File: config.mk
export PLATFORM = sky130hd
export DESIGN_NAME = dvp_pattern_source
export DESIGN_NICKNAME = d
export VERILOG_FILES = /design/src/rtl/dvp_pattern_source.sv
export SDC_FILE = /design/constraint.sdc
export NUM_CORES = 1
export LEC_CHECK = 0
export CORE_MARGIN = 10
export CORE_UTILIZATION = 61
export DETAILED_ROUTE_END_ITERATION = 7
export GPL_TIMING_DRIVEN = 1
export HOLD_SLACK_MARGIN = 0.1
export PLACE_DENSITY = 0.94
export SLEW_MARGIN = 20
export SYNTH_ARGS = -nofsm -noshare
export SYNTH_HDL_FRONTEND = slang
export SYNTH_SLANG_ARGS = --single-unit
File: constraint.sdc
create_clock -name PixelClk -period 5.1 [get_ports PixelClk]
set_clock_uncertainty 0.05 [all_clocks]
set_input_delay 0.51 -clock PixelClk [delete_from_list [all_inputs] [get_ports PixelClk]]
set_output_delay 0.51 -clock PixelClk [all_outputs]
set_load 0.01 [all_outputs]
File: src/rtl/dvp_pattern_source.sv
`timescale 1ns/1ps
// dvp_pattern_source
// DVP-style camera stream transmitter producing test patterns with exact,
// parameterized frame geometry (VSYNC / VBACK / ACTIVE / VFRONT line periods).
//
// Ports:
//   PixelClk   in   1   pixel clock, one pixel per cycle
//   reset      in   1   asynchronous, active-high reset
//   enable     in   1   run request; sampled in IDLE and on the last VFRONT cycle
//   pat_sel    in   2   pattern select, latched on VSYNC entry
//   pixdata    out  8   pixel value, 0 whenever hsync is 0
//   hsync      out  1   line-valid, 1 during active pixels
//   vsync      out  1   frame sync, 1 during the VSYNC line periods
//   frame_done out  1   one-cycle pulse on the first blank cycle after the last pixel
//   frame_cnt  out  16  completed frame count, wraps
//
// Build option: define DVP_SRC_LFSR_EN to replace pattern 3 (moving bar) with
// an 8-bit LFSR noise pattern reseeded at every frame start.
module dvp_pattern_source #(
  parameter int IMG_W     = 640,
  parameter int IMG_H     = 480,
  parameter int H_BLANK   = 144,
  parameter int VS_LINES  = 3,
  parameter int VBP_LINES = 17,
  parameter int VFP_LINES = 10
) (
  input  logic        PixelClk,
  input  logic        reset,
  input  logic        enable,
  input  logic [1:0]  pat_sel,
  output logic [7:0]  pixdata,
  output logic        hsync,
  output logic        vsync,
  output logic        frame_done,
  output logic [15:0] frame_cnt
);

  localparam int          LINE_CYC = IMG_W + H_BLANK;
  localparam logic [15:0] H_LAST   = 16'(LINE_CYC - 1);
  localparam logic [15:0] H_ACT    = 16'(IMG_W);
  localparam logic [15:0] VS_LAST  = 16'(VS_LINES - 1);
  localparam logic [15:0] VBP_LAST = 16'(VBP_LINES - 1);
  localparam logic [15:0] ACT_LAST = 16'(IMG_H - 1);
  localparam logic [15:0] VFP_LAST = 16'(VFP_LINES - 1);

  localparam logic [2:0] ST_IDLE   = 3'd0;
  localparam logic [2:0] ST_VSYNC  = 3'd1;
  localparam logic [2:0] ST_VBACK  = 3'd2;
  localparam logic [2:0] ST_ACTIVE = 3'd3;
  localparam logic [2:0] ST_VFRONT = 3'd4;

  logic [2:0]  state_q, state_d;
  logic [15:0] hcnt_q, hcnt_d;       // cycle within the line period
  logic [15:0] vcnt_q, vcnt_d;       // line within the current state
  logic [1:0]  pat_q, pat_d;
  logic [7:0]  pixdata_q, pixdata_d;
  logic        hsync_q, hsync_d;
  logic        vsync_q, vsync_d;
  logic        frame_done_q, frame_done_d;
  logic [15:0] frame_cnt_q, frame_cnt_d;

  logic        line_end;
  logic [15:0] lines_last;
  logic        start_frame;
  logic        active_px;
  logic [9:0]  x10;
  logic [9:0]  y10;
  logic [7:0]  pat_pix;

  // Last line index of whichever vertical state is running.
  always_comb begin
    // NOTE: every always_comb output gets a default first so no path leaves it
    // unassigned, which would otherwise infer a latch.
    lines_last = VS_LAST;
    case (state_q)
      ST_VBACK:  lines_last = VBP_LAST;
      ST_ACTIVE: lines_last = ACT_LAST;
      ST_VFRONT: lines_last = VFP_LAST;
      default:   lines_last = VS_LAST;
    endcase
  end

  // Frame sequencer.
  always_comb begin
    state_d     = state_q;
    hcnt_d      = hcnt_q;
    vcnt_d      = vcnt_q;
    pat_d       = pat_q;
    start_frame = 1'b0;
    line_end    = (hcnt_q == H_LAST);
    if (state_q == ST_IDLE) begin
      hcnt_d = '0;
      vcnt_d = '0;
      start_frame = enable;
    end else begin
      hcnt_d = line_end ? '0 : hcnt_q + 16'd1;
      if (line_end) begin
        vcnt_d = vcnt_q + 16'd1;
        if (vcnt_q == lines_last) begin
          vcnt_d = '0;
          case (state_q)
            ST_VSYNC:  state_d = ST_VBACK;
            ST_VBACK:  state_d = ST_ACTIVE;
            ST_ACTIVE: state_d = ST_VFRONT;
            default: begin
              // End of VFRONT: chain straight into the next frame or stop.
              if (enable) start_frame = 1'b1;
              else        state_d     = ST_IDLE;
            end
          endcase
        end
      end
    end
    if (start_frame) begin
      state_d = ST_VSYNC;
      pat_d   = pat_sel;
    end
  end

  assign active_px = (state_q == ST_ACTIVE) && (hcnt_q < H_ACT);
  assign x10       = hcnt_q[9:0];
  assign y10       = vcnt_q[9:0];

`ifdef DVP_SRC_LFSR_EN
  logic [7:0] lfsr_q, lfsr_d;

  // Fibonacci LFSR for x^8+x^6+x^5+x^4+1; steps once per emitted pixel.
  always_comb begin
    lfsr_d = lfsr_q;
    if (start_frame)    lfsr_d = 8'hA5;
    else if (active_px) lfsr_d = {lfsr_q[6:0], lfsr_q[7] ^ lfsr_q[5] ^ lfsr_q[4] ^ lfsr_q[3]};
  end

  always_ff @(posedge PixelClk or posedge reset) begin
    if (reset) lfsr_q <= 8'hA5;
    else       lfsr_q <= lfsr_d;
  end
`else
  logic [9:0] bar_x;

  // 10-bit truncating x + 4*frame_cnt; the bar slides 4 pixels per frame.
  assign bar_x = x10 + {frame_cnt_q[7:0], 2'b00};
`endif

  // Output stage: everything is computed from the current counters and
  // registered, so pixdata and hsync leave the block in the same cycle.
  always_comb begin
    pat_pix = 8'h00;
    case (pat_q)
      2'd0:    pat_pix = x10[9:2];
      2'd1:    pat_pix = y10[8:1];
      2'd2:    pat_pix = {8{x10[5] ^ y10[5]}};
`ifdef DVP_SRC_LFSR_EN
      default: pat_pix = lfsr_q;
`else
      default: pat_pix = {8{bar_x[5]}};
`endif
    endcase
    pixdata_d    = active_px ? pat_pix : 8'h00;
    hsync_d      = active_px;
    vsync_d      = (state_q == ST_VSYNC);
    frame_done_d = (state_q == ST_ACTIVE) && (vcnt_q == ACT_LAST) && (hcnt_q == H_ACT);
    frame_cnt_d  = frame_cnt_q + {15'd0, frame_done_d};
  end

  always_ff @(posedge PixelClk or posedge reset) begin
    if (reset) begin
      state_q      <= ST_IDLE;
      hcnt_q       <= '0;
      vcnt_q       <= '0;
      pat_q        <= 2'd0;
      pixdata_q    <= 8'h00;
      hsync_q      <= 1'b0;
      vsync_q      <= 1'b0;
      frame_done_q <= 1'b0;
      frame_cnt_q  <= 16'd0;
    end else begin
      // NOTE: non-blocking assignments make every flop sample the pre-edge
      // values, independent of statement order.
      state_q      <= state_d;
      hcnt_q       <= hcnt_d;
      vcnt_q       <= vcnt_d;
      pat_q        <= pat_d;
      pixdata_q    <= pixdata_d;
      hsync_q      <= hsync_d;
      vsync_q      <= vsync_d;
      frame_done_q <= frame_done_d;
      frame_cnt_q  <= frame_cnt_d;
    end
  end

  assign pixdata    = pixdata_q;
  assign hsync      = hsync_q;
  assign vsync      = vsync_q;
  assign frame_done = frame_done_q;
  assign frame_cnt  = frame_cnt_q;

endmodule

==> results of run 1 <==
## routing by layer
metal	track usage	wire length (um)	up-vias	share of wire
met3	0.0328	384	24	0.049
met2	0.307	3970	87	0.50
met1	0.230	3320	1335	0.42
met4	0.103	225	0	0.029
li1	-	-	1262	-
met5	0	0	-	0
## critical path, stage by stage, from the launching register on
cell     delay (ns)
dfrtp_1        0.44
nor4_1         0.51
nand3_1        0.20
nor3_1         0.32
ha_1           0.29
and3_1         0.22
and4_1         0.28
nand3_1        0.12
xnor2_1        0.15
## sequential cells by signal, summed over array words and instances (netlist names)
| name | flops |
|---|---|
| frame_cnt | 16 |
| hcnt_q | 16 |
| vcnt_q | 16 |
| pixdata | 8 |
| state_q | 3 |
| pat_q | 2 |
| frame_done | 1 |
| hsync | 1 |
| vsync | 1 |
## power by group through the flow
stage | logic (mW) | clock network [mW] | registers (mW)
4_1_cts | 0.121 | 0.443 | 0.583
3_3_place_gp | 0.111 | 0 | 0.586
2_1_floorplan | 0.109 | 0 | 0.565
3_5_place_dp | 0.118 | 0 | 0.591
6_report | 0.121 | 0.443 | 0.585
5_1_grt | 0.139 | 0.470 | 0.589
## worst min path at each step
| stage | startpoint | end | depth (start not counted) |
|---|---|---|---|
| floorplan | hcnt_q[0]$_DFF_PP0_ | hcnt_q[0]$_DFF_PP0_ | 1 |
| global placement | frame_cnt[15]$_DFF_PP0_ | frame_cnt[15]$_DFF_PP0_ | 1 |
| detailed placement | frame_cnt[4]$_DFF_PP0_ | frame_cnt[4]$_DFF_PP0_ | 1 |
| CTS | frame_cnt[15]$_DFF_PP0_ | frame_cnt[15]$_DFF_PP0_ | 1 |
| global route | frame_cnt[15]$_DFF_PP0_ | frame_cnt[15]$_DFF_PP0_ | 1 |
| finish | frame_cnt[14]$_DFF_PP0_ | frame_cnt[14]$_DFF_PP0_ | 1 |
## per-stage QoR
stage,hold WS [ns],instances
floorplan,0.425,347
global placement,0.417,432
detailed placement,0.431,432
CTS,0.450,448
global route,0.461,448
finish,0.448,448
## area by class of cell
cell class                      instances  area, sq um
Clock buffer                           13          159
Clock inverter                          3         40.0
Fill cell                             344         1350
Inverter                                9         33.8
Multi-Input combinational cell        257         1650
Sequential cell                        64         1600
Tap cell                               70         87.6
Timing Repair Buffer                   32          318
## cell families (layout without fill, tap and decap cells)
| logic type | count (synthesis) | after routing | synth area share |
|---|---|---|---|
| AND/OR/NAND/NOR | 158 | 158 | 0.253 |
| flip-flops | 64 | 64 | 0.477 |
| AO/OA/AOI/OAI | 50 | 50 | 0.0994 |
| XOR/XNOR | 38 | 38 | 0.0990 |
| buffers and inverters | 26 | 57 | 0.0331 |
| adder cells (fa/ha/maj) | 7 | 7 | 0.0261 |
| multiplexers | 4 | 4 | 0.0130 |
## cells in the final DEF, fill, tap and decap left out, types with 2 or more instances in the layout
| cell | Yosys | routed |
|---|---|---|
| dfrtp_1 | 64 | 64 |
| nor2_1 | 36 | 36 |
| clkdlybuf4s50_1 | 0 | 31 |
| nand2_1 | 27 | 27 |
| xnor2_1 | 23 | 23 |
| nand3_1 | 19 | 19 |
| a21oi_1 | 16 | 16 |
| xor2_1 | 15 | 15 |
| and3_1 | 12 | 12 |
| clkbuf_8 | 0 | 11 |
| nor3_1 | 10 | 10 |
| nor2b_1 | 10 | 10 |
| nand4_1 | 9 | 9 |
| o22ai_1 | 8 | 8 |
| o21ai_0 | 7 | 7 |
| inv_1 | 8 | 7 |
| ha_1 | 7 | 7 |
| nand2b_1 | 6 | 6 |
| nor4_1 | 4 | 4 |
| or3_1 | 4 | 4 |
| and4_1 | 3 | 3 |
| a21o_1 | 3 | 3 |
| nor4b_1 | 2 | 2 |
| o21a_1 | 2 | 2 |
| inv_2 | 1 | 2 |
| o21ai_1 | 2 | 2 |
| and3b_1 | 2 | 2 |
| or2_2 | 2 | 2 |
| a211o_1 | 2 | 2 |
| nor3b_1 | 2 | 2 |
| and2_1 | 2 | 2 |
| mux2_1 | 2 | 2 |
| clkbuf_1 | 12 | 2 |
| clkinv_2 | 0 | 2 |
==> impl_metrics.yaml, run 1 <==
critical_path:
  r2r_setup_slack_ns: 2.41
  crit_fanout: 5
  cp.arrival_ns: 2.87
  worst_r2r_startpoint: "hcnt_q[12]$_DFF_PP0_"
  r2r_end: "frame_cnt[13]$_DFF_PP0_"
  cp-start-kind: "flip-flop"
  endpoint_kind: "flip-flop"
  crit_end: "frame_cnt[13]$_DFF_PP0_"
  r2r.worst_path.cells: 8
  critPathRequiredTime_ns: 5.28
  critPathKind: "reg2reg"
  crit_path_start: "hcnt_q[12]$_DFF_PP0_"
synthesis:
  dominantRegCellSynth: "dfrtp_1"
  synth_edf_count: 0
  synth_seq_cells: 64
  synth_top_area_share: 0.477
  yosysUniqueCellTypes: 55
  async_flop_share: 1.00
  netlist_top_cells_area: "dfrtp_1, xnor2_1, nor2_1, xor2_1, nand2_1"
  syn_nets: 359
  synth_top_area_cell: "dfrtp_1"
  avgSynthCellArea_sq_um: 9.69
  synthMostInstantiatedCell: "dfrtp_1"
  ys_seq_area_frac: 0.477
  synth_cells: 347
  netlist_area_sq_mm: 0.00336
  ys_warn_count: 0
  synthTopCellsByCount: "dfrtp_1, nor2_1, nand2_1, xnor2_1, nand3_1"
detailed_routing:
  drcViolationCount: 0
  firstDrtPassIters: 5
  vias_per_cell: 6.04
  ant_nets: 0
  vias: 2708
  post_drt_wl_per_cell_um: 17.6
  drt-total-wl_mm: 7.89
  drt_iter0_drc: 288
sta:
  fin_crit_sh: 0.527
  fin_crit_ns: 2.69
  setup_viol_count_final: 0
  slew_headroom: 0.438
  finalSetupTns_ns: 0
  tightest_slew_ns: 0.839
  worst_slack_ns: 2.41
  hold_viol: 0
  rsz0062_at_grt: "no"
  fmax_mhz: 372
  slew_violations: 0
outcome:
  status: "finished clean"
place:
  portBuffers: 31
  post-place-ws_ns: 2.50
  place_area_sq_mm: 0.00369
  gp_congestion: 0.863
  dp_hpwl_mm: 5.41
global_routing:
  antenna_found_initial: 0
  grt_pass1_wl_mm: 13.4
  grtUsageTotal: 0.188
  first_global_vias: 2728
  grt_max_degree: 65
  overflow: 0
cells_and_area:
  syn_to_final_growth_pct: 15.7
  layout.nets: 385
  final_util: 0.742
  antenna_cells: 0
  layout-drive-gt1-share: 0.0741
  design_area_sq_mm: 0.00389
cts:
  clk_latency_ns: 0.35
  cts_tree: "built"
  hold_buffers: 0
  path_clk_slew_ns: 0.07
  post_cts_buffers: 0
  ctsResizeCount: 0
  htree_levels: 3
  clockRootBuffer: "clkbuf_8"
  clkSinkCount: 64
  cts_buffers: 9
  clk_path_buf_depth: 2
pwr:
  combinationalPowerShare: 0.105
  vdd_drop_max_mv: 0.259
  netSwitchingPower_mw: 0.312
  internal_power_mw: 0.837
  clock_power_share: 0.386
  seqPwrFrac: 0.509
  total_power_mw: 1.15
  p_leak_nw: 1.74
  swShare: 0.271
  cellPowerDensity_mw_per_mm2: 296
die:
  io_pins: 32
  die-height_um: 94.2
  start_util: 0.642
  rows: 26
  core_area_sq_mm: 0.00524
  dieArea_sq_mm: 0.00888
  die_width_um: 94.2
min_path:
  hp-class: "reg2reg"
run:
  drv_cap: 0
Note: power is estimated with default switching activity, not from simulation.
==> inputs of run 2 (changes only) <==
- CORE_UTILIZATION: 61 -> 57
- PLACE_DENSITY: 0.94 -> 0.89
- clock period: 5.1 -> 2.7 ns (I/O delays scaled with it)
==> run 2 against run 1 <==
Clock power is 75% higher; utilization is 3.0 points lower; critical path depth stayed put; cell count is 3.1% higher; highest routed layer unchanged.
==> impl_metrics.yaml, run 2 (synthesis gave the netlist of run 1 again) <==
critical_path:
  endpoint_kind: "flip-flop"
  cp.arrival_ns: 2.68
  critPathRequiredTime_ns: 2.89
  crit_fanout: 5
  critPathKind: "reg2reg"
  cp-start-kind: "flip-flop"
  r2r_setup_slack_ns: 0.20
die:
  dieArea_sq_mm: 0.00937
  core_area_sq_mm: 0.00561
  rows: 27
  io_pins: 32
  die-height_um: 96.8
  die_width_um: 96.8
  start_util: 0.599
cts:
  path_clk_slew_ns: 0.07
  clk_latency_ns: 0.35
  htree_levels: 3
  cts_buffers: 9
  post_cts_buffers: 0
  clkSinkCount: 64
  cts_tree: "built"
  hold_buffers: 0
  clockRootBuffer: "clkbuf_8"
  clk_path_buf_depth: 2
sta:
  fin_crit_ns: 2.50
  worst_slack_ns: 0.204
  rsz0062_at_grt: "no"
  slew_violations: 0
  hold_viol: 0
  fin_crit_sh: 0.925
  tightest_slew_ns: 0.861
  finalSetupTns_ns: 0
  slew_headroom: 0.423
  fmax_mhz: 401
  setup_viol_count_final: 0
detailed_routing:
  drcViolationCount: 0
  ant_nets: 0
  drt_iter0_drc: 191
  post_drt_wl_per_cell_um: 16.5
  drt-total-wl_mm: 7.64
  vias: 2714
  firstDrtPassIters: 4
  vias_per_cell: 5.87
pwr:
  vdd_drop_max_mv: 0.373
  netSwitchingPower_mw: 0.582
  p_leak_nw: 1.80
  swShare: 0.274
  combinationalPowerShare: 0.115
  clock_power_share: 0.366
  seqPwrFrac: 0.519
  cellPowerDensity_mw_per_mm2: 531
  internal_power_mw: 1.54
cells_and_area:
  layout-drive-gt1-share: 0.103
  antenna_cells: 0
  multi_input_area_sq_mm: 0.00166
  final_cell_mix: "dfrtp_1, nor2_1, clkdlybuf4s50_1"
  instances_no_fill: 462
  final_util: 0.712
  register_area_sq_mm: 0.00160
  layout.nets: 398
  n_fill_cell: 417
  syn_to_final_growth_pct: 18.8
  layout_commonest_cell: "dfrtp_1"
outcome:
  status: "finished clean"
min_path:
  hp-class: "in2async"
global_routing:
  grtUsageTotal: 0.165
  grt_max_degree: 34
  first_global_vias: 2607
  grt_pass1_wl_mm: 13.0
  overflow: 0
  antenna_found_initial: 0
place:
  post-place-ws_ns: 0.221
  gp_congestion: 0.861
  dp_hpwl_mm: 5.52
  portBuffers: 31
  dpl.cell_count: 447
run:
  drv_cap: 0
-- run 2: critical path, cell delays in order (launching register included) --
cell	delay [ns]
dfrtp_1	0.44
nor4_1	0.49
nand3_1	0.16
nor3_2	0.24
ha_1	0.25
and3_1	0.25
and4_1	0.27
nand3_1	0.11
xnor2_1	0.13
-- run 2: through the flow --
step	cell area (sq um)	hold slack [ns]	total power, mW
floorplan	3360	0.352	1.27
global placement	3800	0.413	1.34
detailed placement	3800	0.419	1.35
CTS	3980	0.331	2.12
global route	3990	0.368	2.22
finish	3990	0.303	2.12
-- run 2: power groups by stage --
stage                     Clock [mW]  Sequential (mW)  Combinational, mW
after CTS                      0.787             1.09              0.243
after global placement             0             1.11              0.230
after floorplan                    0             1.07              0.205
after detailed placement           0             1.11              0.239
final                          0.777             1.10              0.244
after global routing           0.840             1.11              0.269
-- run 2: layer usage --
metal	wire length, um	up-vias	track usage
met5	0	-	0
met4	55	0	0.0552
met3	423	9	0.0504
met2	3800	88	0.263
met1	3360	1329	0.208
li1	-	1288	-
-- run 2: what timing repair did --
| action | CTS | global route |
|---|---|---|
| endpoints found under the hold margin | 0 | 0 |
| endpoints found under the setup margin | 0 | 3 |
| gates resized for setup | 0 | 2 |
-- run 2: cell type report --
class | instances | share of cell area
Tap cell | 72 | 0.0226
Clock inverter | 3 | 0.0110
Clock buffer | 12 | 0.0338
Inverter | 9 | 0.00846
Multi-Input combinational cell | 257 | 0.416
Timing Repair Buffer | 45 | 0.107
Sequential cell | 64 | 0.401
-- run 2: worst paths after layout --
check                                         from                       to  cells past startpoint
max                          vcnt_q[9]$_DFFE_PP0P_  frame_cnt[13]$_DFF_PP0_                      8
min                                          reset    vcnt_q[4]$_DFFE_PP0P_                      2
max reg2reg                  vcnt_q[9]$_DFFE_PP0P_  frame_cnt[13]$_DFF_PP0_                      8
min reg2reg                frame_cnt[15]$_DFF_PP0_  frame_cnt[15]$_DFF_PP0_                      1
max in group asynchronous                    reset     pat_q[0]$_DFFE_PP0P_                      3
min in group PixelClk      frame_cnt[15]$_DFF_PP0_  frame_cnt[15]$_DFF_PP0_                      1
